File: src/rtl/enc_share_arbiter_if.sv
// Requester/consumer bus for the shared 3-to-7 encoder arbiter.
// The master side drives the requests and out_ready; the slave side is the arbiter.
interface enc_share_arbiter_if #(
    parameter int unsigned N_REQ = 4,
    parameter int unsigned ID_W  = 2
);
    localparam int unsigned OP_W   = 3;
    localparam int unsigned CODE_W = 7;

    logic [N_REQ-1:0]      req_valid;
    logic [OP_W*N_REQ-1:0] req_data;
    logic [N_REQ-1:0]      req_mode;
    logic [N_REQ-1:0]      req_ready;
    logic                  out_valid;
    logic                  out_ready;
    logic [CODE_W-1:0]     out_data;
    logic [ID_W-1:0]       out_id;
    logic                  out_mode;

    modport master (
        output req_valid, req_data, req_mode, out_ready,
        input  req_ready, out_valid, out_data, out_id, out_mode
    );

    modport slave (
        input  req_valid, req_data, req_mode, out_ready,
        output req_ready, out_valid, out_data, out_id, out_mode
    );
endinterface

File: src/rtl/enc_share_arbiter.sv
// Round-robin arbiter sharing one Gray/one-hot-table 3-to-7 encoder among N_REQ requesters.
// One result is held in an output register under valid/ready backpressure, tagged with its requester.
module enc_share_arbiter #(
    parameter int unsigned N_REQ = 4,
    parameter int unsigned ID_W  = 2
) (
    input  logic                 clk,
    input  logic                 rst,
    input  logic                 enable,
    enc_share_arbiter_if.slave   bus,
    output logic                 busy,
    output logic [7:0]           grant_count
);
    localparam int unsigned OP_W   = 3;
    localparam int unsigned CODE_W = 7;
    localparam int unsigned CNT_W  = 8;

    typedef enum logic {
        S_IDLE   = 1'b0,
        S_RESULT = 1'b1
    } state_t;

    state_t            state_q;
    state_t            state_d;
    logic [ID_W-1:0]   rr_ptr_q;
    logic [ID_W-1:0]   rr_next;
    logic [ID_W-1:0]   grant_idx;
    logic [ID_W-1:0]   idx;
    logic              grant_found;
    logic              accept;
    logic              handoff;
    logic [OP_W-1:0]   ops [N_REQ];
    logic [OP_W-1:0]   sel_op;
    logic              sel_mode;

    function automatic logic [CODE_W-1:0] encode(input logic [OP_W-1:0] a, input logic gray);
        logic [CODE_W-1:0] code;
        if (gray) begin
            code = {4'b0000, a[2], a[2] ^ a[1], a[1] ^ a[0]};
        end else if (a == '0) begin
            code = '0;
        end else begin
            code = CODE_W'(1) << (a - OP_W'(1));
        end
        return code;
    endfunction

    // First pending requester at or above rr_ptr, wrapping modulo N_REQ.
    always_comb begin
        grant_found = 1'b0;
        grant_idx   = '0;
        idx         = '0;
        for (int unsigned k = 0; k < N_REQ; k++) begin
            idx = ID_W'((32'(rr_ptr_q) + k) % N_REQ);
            if (!grant_found && bus.req_valid[idx]) begin
                grant_found = 1'b1;
                grant_idx   = idx;
            end
        end
    end

    always_comb begin
        for (int unsigned i = 0; i < N_REQ; i++) begin
            ops[i] = bus.req_data[OP_W*i +: OP_W];
        end
        sel_op   = ops[grant_idx];
        sel_mode = bus.req_mode[grant_idx];
    end

    assign rr_next = (bus.out_id == ID_W'(N_REQ - 1)) ? '0 : bus.out_id + ID_W'(1);

    // State register
    always_ff @(posedge clk) begin
        if (rst) begin
            state_q <= S_IDLE;
        end else begin
            state_q <= state_d;
        end
    end

    // Next-state logic
    always_comb begin
        state_d = state_q;
        case (state_q)
            S_IDLE:   if (enable && grant_found) state_d = S_RESULT;
            S_RESULT: if (bus.out_ready)         state_d = S_IDLE;
            default:  state_d = S_IDLE;
        endcase
    end

    // Output decode; req_ready is the accept strobe and the only input-to-output path
    always_comb begin
        accept        = 1'b0;
        handoff       = 1'b0;
        bus.req_ready = '0;
        busy          = 1'b0;
        case (state_q)
            S_IDLE: begin
                accept = !rst && enable && grant_found;
                if (accept) bus.req_ready = N_REQ'(1) << grant_idx;
            end
            S_RESULT: begin
                busy    = 1'b1;
                handoff = bus.out_ready;
            end
            default: ;
        endcase
    end

    // Result register, round-robin pointer and accept counter
    always_ff @(posedge clk) begin
        if (rst) begin
            rr_ptr_q      <= '0;
            bus.out_valid <= 1'b0;
            bus.out_data  <= '0;
            bus.out_id    <= '0;
            bus.out_mode  <= 1'b0;
            grant_count   <= '0;
        end else if (accept) begin
            bus.out_valid <= 1'b1;
            bus.out_data  <= encode(sel_op, sel_mode);
            bus.out_id    <= grant_idx;
            bus.out_mode  <= sel_mode;
            grant_count   <= grant_count + CNT_W'(1);
        end else if (handoff) begin
            bus.out_valid <= 1'b0;
            rr_ptr_q      <= rr_next;
        end
    end
endmodule

File: src/flat_wrapper.sv
// flat-port wrapper written by rule: the top's interface ports become plain ports
module enc_share_arbiter_flat 
#(
    parameter int unsigned N_REQ = 4,
    parameter int unsigned ID_W  = 2
)
  (clk, rst, enable, busy, grant_count, bus_req_valid, bus_req_data, bus_req_mode, bus_out_ready, bus_req_ready, bus_out_valid, bus_out_data, bus_out_id, bus_out_mode);
  enc_share_arbiter_if #(.N_REQ(N_REQ), .ID_W(ID_W)) bus_i ();
  input  logic clk;
  input  logic rst;
  input  logic enable;
  output logic busy;
  output logic [7:0] grant_count;
  input wire logic [$bits(bus_i.req_valid)-1:0] bus_req_valid;
  input wire logic [$bits(bus_i.req_data)-1:0] bus_req_data;
  input wire logic [$bits(bus_i.req_mode)-1:0] bus_req_mode;
  input wire logic [$bits(bus_i.out_ready)-1:0] bus_out_ready;
  output wire logic [$bits(bus_i.req_ready)-1:0] bus_req_ready;
  output wire logic [$bits(bus_i.out_valid)-1:0] bus_out_valid;
  output wire logic [$bits(bus_i.out_data)-1:0] bus_out_data;
  output wire logic [$bits(bus_i.out_id)-1:0] bus_out_id;
  output wire logic [$bits(bus_i.out_mode)-1:0] bus_out_mode;
  assign bus_i.req_valid = bus_req_valid;
  assign bus_i.req_data = bus_req_data;
  assign bus_i.req_mode = bus_req_mode;
  assign bus_i.out_ready = bus_out_ready;
  assign bus_req_ready = bus_i.req_ready;
  assign bus_out_valid = bus_i.out_valid;
  assign bus_out_data = bus_i.out_data;
  assign bus_out_id = bus_i.out_id;
  assign bus_out_mode = bus_i.out_mode;
  enc_share_arbiter #(.N_REQ(N_REQ), .ID_W(ID_W)) u_core (.clk(clk), .rst(rst), .enable(enable), .bus(bus_i), .busy(busy), .grant_count(grant_count));
endmodule
File: config.mk
export PLATFORM = sky130hd
export DESIGN_NAME = enc_share_arbiter_flat
export DESIGN_NICKNAME = d
export VERILOG_FILES = /design/src/rtl/enc_share_arbiter_if.sv /design/src/rtl/enc_share_arbiter.sv /design/src/flat_wrapper.sv
export SDC_FILE = /design/constraint.sdc
export NUM_CORES = 1
export LEC_CHECK = 0
export CAP_MARGIN = 20
export CELL_PAD_IN_SITES_DETAIL_PLACEMENT = 0
export CELL_PAD_IN_SITES_GLOBAL_PLACEMENT = 1
export CORE_MARGIN = 2
export CORE_UTILIZATION = 36
export CTS_BUF_LIST = sky130_fd_sc_hd__clkbuf_2
export CTS_CLUSTER_SIZE = 20
export DETAILED_ROUTE_END_ITERATION = 6
export GPL_TIMING_DRIVEN = 0
export PLACE_DENSITY = 0.89
export SYNTH_ARGS = -nofsm -noshare
export SYNTH_HDL_FRONTEND = slang
export SYNTH_SLANG_ARGS = --single-unit
File: constraint.sdc
create_clock -name clk -period 7.7 [get_ports clk]
set_input_delay 1.54 -clock clk [delete_from_list [all_inputs] [get_ports clk]]
set_output_delay 1.54 -clock clk [all_outputs]
set_load 0.05 [all_outputs]
* Yosys cells after proc, flatten, opt, wreduce, memory -nomap -nowiden
Cells that the tools add are included.
Operators by class: reductions and logical operators 13, equality and inequality tests 1, mux-type cells 34, add/subtract/negate cells 6, bitwise logic cells 5, $lt $le $gt $ge 6, shift operators 2
Operator list (count):
- two-way mux 1 bit | 16
- < comparator 2 x 3 -> 1 bit (second input constant) | 5
- two-way mux 7 bit | 2
- binary-select mux 1 bit (select 2 bit) | 5
- two-way mux 2 bit | 5
- adder 8 x 1 -> 8 bit (second input constant) | 1
- two-way mux 4 bit | 2
- left shift 1 x 3 -> 7 bit (first input constant) | 1
- binary-select mux 3 bit (select 2 bit) | 1
- logical AND 1 bit | 6
- two-way mux 3 bit | 2
- adder 2 x 1 -> 2 bit (second input constant) | 2
- adder 2 bit (second input constant) | 2
- logical NOT 1 bit | 4
- left shift 1 x 2 -> 4 bit (first input constant) | 1
- >= comparator 3 bit (second input constant) | 1
- logical NOT 3 bit | 1
- inverter 2 -> 3 bit | 1
- subtractor 3 x 1 -> 3 bit (second input constant) | 1
- equality test 2 bit (second input constant) | 1
- inverter 1 bit | 2
- case mux 1 bit (2 select lines) | 1
- AND reduction 2 bit | 1
- nonzero test 2 bit | 1
- XOR 1 bit | 2
Storage, ports and cells: output and inout port bits 24, word-level logic and storage cells 74, register bits 22, bits of input ports 24

* Longest topological paths before layout
Gate-level depths: netlist (run 1).
word-level depth 20, depth in mapped cells 12

* Least setup slack after synthesis (run 1)
Ideal clock, no wire load.
path type input port to output port, start point in bus_req_valid[0], end point out bus_req_ready[2], buffers on the path 0, cell stages on the path 4, path slack 2.528 ns, data arrival time 3.632 ns, cells stage by stage nor4_1 > nor3b_2 > nand2_1 > nor4_1
Between the ends: word-level cells in the longest chain between the ends 15, elaborated cells on any way between the ends 26
RTL lines:
- start, declared | line flat_wrapper.sv:14 | input wire logic [$bits(bus_i.req_valid)-1:0] bus_req_valid;
- binary-select mux 1 bit (select 2 bit) | line enc_share_arbiter.sv:55 | if (!grant_found && bus.req_valid[idx]) begin
- two-way mux 1 bit (implied by the code) | line enc_share_arbiter.sv:55
- two-way mux 1 bit | line enc_share_arbiter.sv:55
- logical NOT 1 bit | line enc_share_arbiter.sv:55
- logical AND 1 bit | line enc_share_arbiter.sv:55
- two-way mux 1 bit | line enc_share_arbiter.sv:55
- logical NOT 1 bit | line enc_share_arbiter.sv:55
- logical AND 1 bit | line enc_share_arbiter.sv:55
- two-way mux 1 bit | line enc_share_arbiter.sv:55
- logical NOT 1 bit | line enc_share_arbiter.sv:55
- logical AND 1 bit | line enc_share_arbiter.sv:55
- two-way mux 2 bit / two-way mux 1 bit (equally long branches) | line enc_share_arbiter.sv:55
- left shift 1 x 2 -> 4 bit / logical AND 1 bit (equally long branches) | line enc_share_arbiter.sv:100, enc_share_arbiter.sv:99
- two-way mux 4 bit * | line enc_share_arbiter.sv:100 | if (accept) bus.req_ready = N_REQ'(1) << grant_idx;
- two-way mux 4 bit * | line enc_share_arbiter.sv:97 | case (state_q)
- end, declared | line flat_wrapper.sv:18 | output wire logic [$bits(bus_i.req_ready)-1:0] bus_req_ready;
Mark *: on every way between the ends. The rest lies on a longest branch, timed or not. The select of a mux whose other input is x is not followed.

* Final worst setup path (run 1)
start point in bus_req_valid[2], end point out bus_req_ready[2]
The elaborated chain is that of the path after synthesis.

==> insert_results.sql, run 1 <==
INSERT INTO impl_metrics (metric_group, metric, value, unit) VALUES
('clock_tree', 'clk_path_buf_depth', '2', ''),
('floorplanning', 'initial_util', '36.7', '%'),
('synth', 'yosys_warn_count', '0', ''),
('clock_tree', 'cts_setup_buffers', '0', ''),
('placement', 'dp_cells', '235', ''),
('synth', 'synth_area_leaders', 'dfxtp_1 (33%), mux2i_1 (8.3%), nor2_1 (5.4%), ha_1 (4.7%), xor2_1 (4.0%)', ''),
('floorplanning', 'die-width', '64.7', 'um'),
('synth', 'area_share_of_the_largest_cell_type_after_synthesis', '33.2', '%'),
('synth', 'synth.top_cells.by_count', 'dfxtp_1 (22), nor2_1 (19), mux2i_1 (11), nand2_1 (8)', ''),
('sta', 'timing.slew.headroom', '58.0', '%'),
('drt', 'route.detailed.vias_per_inst', '5.03', ''),
('sta', 'finalHoldViolations', '0', ''),
('synth', 'synth_edf_count', '0', ''),
('placement', 'routabilityCongestion', '0.758', ''),
('worst_hold_path', 'worstHoldPathCells', '1', ''),
('sta', 'fin_crit_sh', '73.4', '%'),
('critical_path', 'critical_path_data_required_time', '6.16', 'ns'),
('global_routing', 'wire_length_of_the_first_global_routing_pass', '5100', 'um'),
('sta', 'report.final.setup_viol', '0', ''),
('critical_path', 'cpPeakStageDelay', '0.85', 'ns'),
('drt', 'routedWlPerCell', '13.3', 'um'),
('synth', 'ys_async_sr_fraction', '0', '%'),
('layout', 'register_area', '440', 'um2'),
('synth', 'largest_family_of_logic_cells_by_synthesized_area', 'simple AND/OR/NAND/NOR gates', ''),
('floorplanning', 'floorplan.rows', '22', ''),
('global_routing', 'gr-total-overflow', '0', ''),
('worst_hold_path', 'hp-class', 'reg2reg', ''),
('drt', 'route.detailed.drc', '0', ''),
('critical_path', 'worstPathArrival', '4.11', 'ns'),
('sta', 'report.final.slew_viol_count', '0', ''),
('critical_path', 'path_class', 'in2out', ''),
('layout', 'syn_to_final_growth', '42.7', '%'),
('layout', 'fill_cells', '331', ''),
('placement', 'io_buffers', '46', ''),
('layout', 'final_net_count', '221', ''),
('floorplanning', 'fp.dieArea', '0.00418', 'mm2'),
('layout', 'post_layout_nonfiller_instances', '239', ''),
('synth', 'synth_compound_area_share', '13.6', '%'),
('layout', 'layout-drive-gt1-share', '12.0', '%'),
('synth', 'post_synth_fa_ha_maj_area_fraction', '4.72', '%'),
('critical_path', 'number_of_cells_on_the_worst_reg_to_reg_path', '11', ''),
('status', 'run_status', 'finished clean', ''),
('critical_path', 'library_cell_contributing_the_largest_single_delay_on_the_critical_path', 'clkdlybuf4s50_1', ''),
('synth', 'synthFlopType', 'dfxtp_1', ''),
('synth', 'syn_nets', '170', ''),
('clock_tree', 'cts-buffers-inserted', '3', ''),
('synth', 'post-synth-top-area-cell', 'dfxtp_1', ''),
('drt', 'antenna_left', '0', ''),
('clock_tree', 'cts.repair.resized', '0', ''),
('clock_tree', 'insertion_delay', '0.34', 'ns'),
('sta', 'grt_setup_unrepaired', 'no', ''),
('sta', 'setup_tns', '0', 'ns'),
('sta', 'layout_min_cycle_time', '5.65', 'ns'),
('critical_path', 'reg_to_reg_endpoint', 'u_core.bus.out_data[1]', ''),
('sta', 'hold_ws', '0.502', 'ns'),
('synth', 'summed_instance_area_of_the_synthesized_netlist', '0.00133', 'mm2'),
('sta', 'worst_pin_slew', '0.628', 'ns'),
('worst_hold_path', 'holdPathEnd', 'u_core.bus.out_data[5]', ''),
('drt', 'drt_iter0_drc', '54', ''),
('critical_path', 'setup.worst_path.end_class', 'output port', ''),
('synth', 'netlist_instances', '141', ''),
('synth', 'synth_mux_area_share', '13.7', '%'),
('layout', 'final_util', '52.4', '%'),
('global_routing', 'number_of_antenna_violations_at_the_first_check_in_global_routing', '0', ''),
('critical_path', 'crit_chain', 'clkdlybuf4s50_1 -> nor4_1 -> nor3b_2 -> nand2_1 -> nor4_1 -> clkdlybuf4s50_1', ''),
('floorplanning', 'coreArea', '0.00361', 'mm2'),
('critical_path', 'cp_max_fo', '10', ''),
('synth', 'synth-seq-cells', '22', ''),
('synth', 'synth.most_common_cell', 'dfxtp_1', ''),
('layout', 'multi_input_comb_area', '840', 'um2'),
('global_routing', 'grt_use_total', '15.4', '%');
[cells by family after synthesis]
logic type	count (synthesis)
and+or+nand+nor	58
adders and majority gates	5
muxes	16
buffers and inverters	9
DFF	22
AOI/OAI and AO/OA	23
xor gates and xnor gates	8
[power by group]
group | internal [W] | switching (W) | total [W]
logic | 0.0000466 | 0.0000595 | 0.000106
clock network | 0.0000448 | 0.0000358 | 0.0000806
registers | 0.000120 | 0.00000455 | 0.000124
total | 0.000211 | 0.0000999 | 0.000311
[area by class of cell]
class                   count  area share (%)
clock inverters             1            1.59
clock buffers               3           0.794
plain buffers               4            1.39
repair buffers             46            24.4
multi-input cells         110            44.4
well taps                  48            3.18
flip-flops and latches     22            23.3
inverters                   5           0.993
[flip-flops by register name, indices dropped and copies added (netlist names)]
signal / count
u_core.grant_count: 8
u_core.bus.out_data: 7
u_core.bus.out_id: 2
u_core.rr_ptr_q: 2
u_core.bus.out_mode: 1
u_core.bus.out_valid: 1
u_core.state_q: 1
[metal layers]
layer / GRT usage, % / vias to the layer above / routed length (um)
met4: 5.85 / 0 / 47
met5: 0 / - / 0
met1: 16.2 / 559 / 1380
met2: 30.7 / 39 / 1600
li1: - / 599 / -
met3: 1.91 / 5 / 149
[stage by stage]
step,total power [W],instance area [um2],setup WS (ns)
6_report,0.000311,1890,2.05
3_5_place_dp,0.000233,1850,2.07
4_1_cts,0.000314,1890,2.04
5_1_grt,0.000325,1890,1.85
2_1_floorplan,0.000199,1330,2.53
3_3_place_gp,0.000230,1850,2.10
[how the worst max path moves through the flow]
stage	slack, ns	to	startpoint	cells past startpoint
detailed placement	2.07	bus_req_ready[2]	bus_req_valid[2]	6
global route	1.85	bus_req_ready[2]	bus_req_valid[2]	6
floorplan	2.53	bus_req_ready[2]	bus_req_valid[0]	4
CTS	2.04	bus_req_ready[2]	bus_req_valid[2]	6
finish	2.05	bus_req_ready[2]	bus_req_valid[2]	6
global placement	2.10	bus_req_ready[2]	bus_req_valid[2]	6
[cell usage in the layout, fill, tap and decap left out, types with 3 or more instances in the layout]
master and instances:
a21oi_1 6, nor2_1 19, nand3_1 5, ha_1 5, dfxtp_1 22, clkbuf_2 3
o21ai_0 3, nor3_1 3, xor2_1 6, mux2_2 3, inv_1 5, mux2i_1 11
clkdlybuf4s50_1 46, nand2_1 8
[critical path, delay by kind of cell]
kind                   cells  cell delay (ns)
buffers and inverters      2             1.43
AND/OR/NAND/NOR            4             1.14
(Power assumes the default switching activity.)
==> run 2, diff against run 1 <==
Settings changed: CORE_UTILIZATION 36 to 30, PLACE_DENSITY 0.89 to 0.8.
Clock period 7.7 ns to 4.6 ns, I/O delays scaled along.
==> run 2 against run 1 <==
  * Final cell count grew 3.3%
  * Clock power increased by 67%
  * Wire length decreased by 8.8%
  * Design area increased by 1.9%
  * Global-route usage is 2.7 points lower
  * Register-to-register slack worse by 2.9 ns
  * Sequential power up 68%
  * Die area rose by 19%
  * Total power grew 68%
  * Critical path type unchanged
  * Critical endpoint is now bus_req_ready[3]
  * Largest power group unchanged
==> insert_results.sql, run 2 (synthesis gave the netlist of run 1 again) <==
INSERT INTO impl_metrics (metric_group, metric, value, unit) VALUES
('placement', 'dp_cells', '239', ''),
('clock_tree', 'clk_path_buf_depth', '2', ''),
('drt', 'detailed_router_iteration_count_before_antenna_repair', '3', ''),
('layout', 'largest_register_ff_count', '8', ''),
('power_and_ir_drop', 'vdd_drop_max', '0.138', 'mV'),
('sta', 'setup_tns', '0', 'ns'),
('drt', 'routedWlPerCell', '11.7', 'um'),
('layout', 'fill_cells', '437', ''),
('global_routing', 'gr-total-overflow', '0', ''),
('layout', 'largestRegisters', 'u_core.grant_count: 8 flops, u_core.bus.out_data: 7 flops', ''),
('floorplanning', 'initial_util', '30.9', '%'),
('layout', 'post-route-cell-area', '0.00193', 'mm2'),
('critical_path', 'path_depth', '6', ''),
('sta', 'timing.slew.headroom', '62.3', '%'),
('power_and_ir_drop', 'power_density', '271', 'mW/mm2'),
('critical_path', 'worstPathArrival', '3.33', 'ns'),
('sta', 'fin_crit_sh', '92.3', '%'),
('sta', 'clock_skew', '0.00341', 'ns'),
('critical_path', 'worstReg2RegStart', 'u_core.rr_ptr_q[1]', ''),
('critical_path', 'number_of_cells_on_the_worst_reg_to_reg_path', '11', ''),
('global_routing', 'grt_use_total', '12.7', '%'),
('critical_path', 'path_class', 'in2out', ''),
('power_and_ir_drop', 'total_leakage_power', '0.746', 'nW'),
('drt', 'route.detailed.drc', '0', ''),
('critical_path', 'worst_path_most_repeated_cell', 'clkdlybuf4s50_1', ''),
('drt', 'via_count', '1152', ''),
('critical_path', 'critical_path_data_required_time', '3.68', 'ns'),
('global_routing', 'wire_length_of_the_first_global_routing_pass', '5140', 'um'),
('run', 'max_cap_violations', '0', ''),
('sta', 'finalHoldViolations', '0', ''),
('clock_tree', 'cts_root_buf', 'clkbuf_2', ''),
('status', 'run_status', 'finished clean', ''),
('floorplanning', 'die-width', '70.5', 'um'),
('sta', 'grt_setup_unrepaired', 'no', ''),
('layout', 'regMostFlops', 'u_core.grant_count', ''),
('sta', 'worst_pin_slew', '0.564', 'ns'),
('placement', 'routabilityCongestion', '0.700', ''),
('critical_path', 'cp_max_fo', '10', ''),
('drt', 'antenna_left', '0', ''),
('drt', 'routed_wirelength', '2900', 'um'),
('layout', 'layout-drive-gt1-share', '13.8', '%'),
('layout', 'leading_cell_type_in_the_layout_fill_and_taps_excluded', 'clkdlybuf4s50_1', ''),
('clock_tree', 'cts-htree-levels', '1', ''),
('clock_tree', 'cts-buffers-inserted', '3', ''),
('critical_path', 'reg_to_reg_endpoint', 'u_core.bus.out_data[1]', ''),
('layout', 'post_layout_nonfiller_instances', '247', ''),
('clock_tree', 'cts_tree', 'yes', ''),
('drt', 'drt_iter0_drc', '51', ''),
('sta', 'clock.fmax', '0.235', 'GHz'),
('power_and_ir_drop', 'report.power.total', '0.000522', 'W'),
('critical_path', 'critPathTopFamily', 'buffers and inverters', ''),
('critical_path', 'crit_chain', 'clkdlybuf4s50_1 -> and2_2 -> a211oi_4 -> nand2_1 -> nor3_1 -> clkdlybuf4s50_1', ''),
('critical_path', 'setup.worst_path.end_class', 'output port', ''),
('critical_path', 'cpPeakStageDelay', '0.83', 'ns'),
('global_routing', 'number_of_antenna_violations_at_the_first_check_in_global_routing', '0', ''),
('clock_tree', 'cts.clk_slew.worst_paths', '0.21', 'ns'),
('sta', 'layout_setup_ws', '0.353', 'ns'),
('layout', 'register_area', '440', 'um2'),
('global_routing', 'via_count_of_the_first_global_routing_pass', '1124', ''),
('critical_path', 'worst-path-buf-inv', '2', ''),
('critical_path', 'r2r_setup_slack', '1.76', 'ns'),
('placement', 'post-dp-hpwl', '2270', 'um'),
('layout', 'syn_to_final_growth', '45.3', '%'),
('clock_tree', 'clkSinkCount', '22', ''),
('clock_tree', 'cts.repair.resized', '0', ''),
('drt', 'route.detailed.vias_per_inst', '4.66', ''),
('placement', 'io_buffers', '46', ''),
('floorplanning', 'floorplan.rows', '24', ''),
('floorplanning', 'die_height', '70.5', 'um'),
('layout', 'most-common-layout-cells', 'clkdlybuf4s50_1 (46), dfxtp_1 (22), nor2_1 (19), mux2i_1 (11), nand2_1 (8)', ''),
('layout', 'final_net_count', '225', ''),
('critical_path', 'critPathLaunchType', 'input port', ''),
('sta', 'report.final.slew_viol_count', '0', ''),
('sta', 'layout_min_cycle_time', '4.25', 'ns'),
('layout', 'diodes', '0', ''),
('clock_tree', 'insertion_delay', '0.33', 'ns'),
('floorplanning', 'coreArea', '0.00429', 'mm2'),
('floorplanning', 'fp.dieArea', '0.00496', 'mm2'),
('global_routing', 'grt_max_degree', '14', ''),
('placement', 'detailed_place.area', '0.00185', 'mm2'),
('worst_hold_path', 'hp-class', 'reg2reg', ''),
('sta', 'report.final.setup_viol', '0', ''),
('critical_path', 'critical_path.startpoint', 'bus_req_valid[0]', ''),
('layout', 'multi_input_comb_area', '840', 'um2'),
('placement', 'pre_cts_slack', '0.183', 'ns'),
('floorplanning', 'io-pin-count', '48', ''),
('critical_path', 'library_cell_contributing_the_largest_single_delay_on_the_critical_path', 'clkdlybuf4s50_1', ''),
('critical_path', 'timing.critical_path.to', 'bus_req_ready[3]', '');
run 2: changes by cell type in the layout (fill, tap and decap cells not counted), sizes merged:
| cell | previous run | this run |
|---|---|---|
| buf | 2 | 6 |
run 2: worst min path at each step:
stage	start	end	slack, ns	depth (start not counted)
floorplan	u_core.rr_ptr_q[1]	u_core.rr_ptr_q[1]	0.48	2
global placement	u_core.bus.out_data[4]	u_core.bus.out_data[4]	0.47	1
detailed placement	u_core.bus.out_data[4]	u_core.bus.out_data[4]	0.48	1
CTS	u_core.bus.out_data[4]	u_core.bus.out_data[4]	0.52	1
global route	u_core.bus.out_data[4]	u_core.bus.out_data[4]	0.54	1
finish	u_core.bus.out_data[4]	u_core.bus.out_data[4]	0.51	1
run 2: worst reg2reg max path, stage by stage, from the launching register on:
cell	delay, ns
dfxtp_1	0.47
mux2i_1	0.20
nor2_1	0.08
a211oi_4	0.52
mux2_2	0.45
nor2b_4	0.15
ha_1	0.30
nor2b_1	0.17
nand2_1	0.08
a21oi_1	0.20
a31oi_1	0.11
o21ai_1	0.08
run 2: repair_timing:
action                     CTS  global route
hold buffers                 0             0
setup buffers                0             4
setup endpoints to repair    0             1
run 2: layout make-up:
type / instances / area share, %
Inverter: 5 / 0.975
Sequential cell: 22 / 22.9
Clock inverter: 1 / 1.56
Clock buffer: 3 / 0.780
Tap cell: 52 / 3.38
Buffer: 4 / 1.36
Multi-Input combinational cell: 110 / 43.6
Timing Repair Buffer: 50 / 25.5
run 2: per-layer routing:
layer | part of all wire (%) | vias to the layer above | GRT usage [%]
met4 | 0.38 | 0 | 1.92
met1 | 46 | 518 | 15.4
li1 | - | 610 | -
met3 | 5.1 | 2 | 3.75
met2 | 49 | 22 | 22.4
met5 | 0 | - | 0
run 2: power by group:
group	total [W]	internal (W)	switching [W]
sequential	0.000208	0.000201	0.00000754
clock	0.000135	0.0000749	0.0000604
combinational	0.000179	0.0000814	0.0000974
run 2: through the flow:
| stage | hold WS, ns | util, % |
|---|---|---|
| 2_1_floorplan | 0.482 | - |
| 3_3_place_gp | 0.467 | 43.1 |
| 3_5_place_dp | 0.476 | 43.1 |
| 4_1_cts | 0.523 | 44.1 |
| 5_1_grt | 0.540 | 44.8 |
| 6_report | 0.515 | 44.8 |
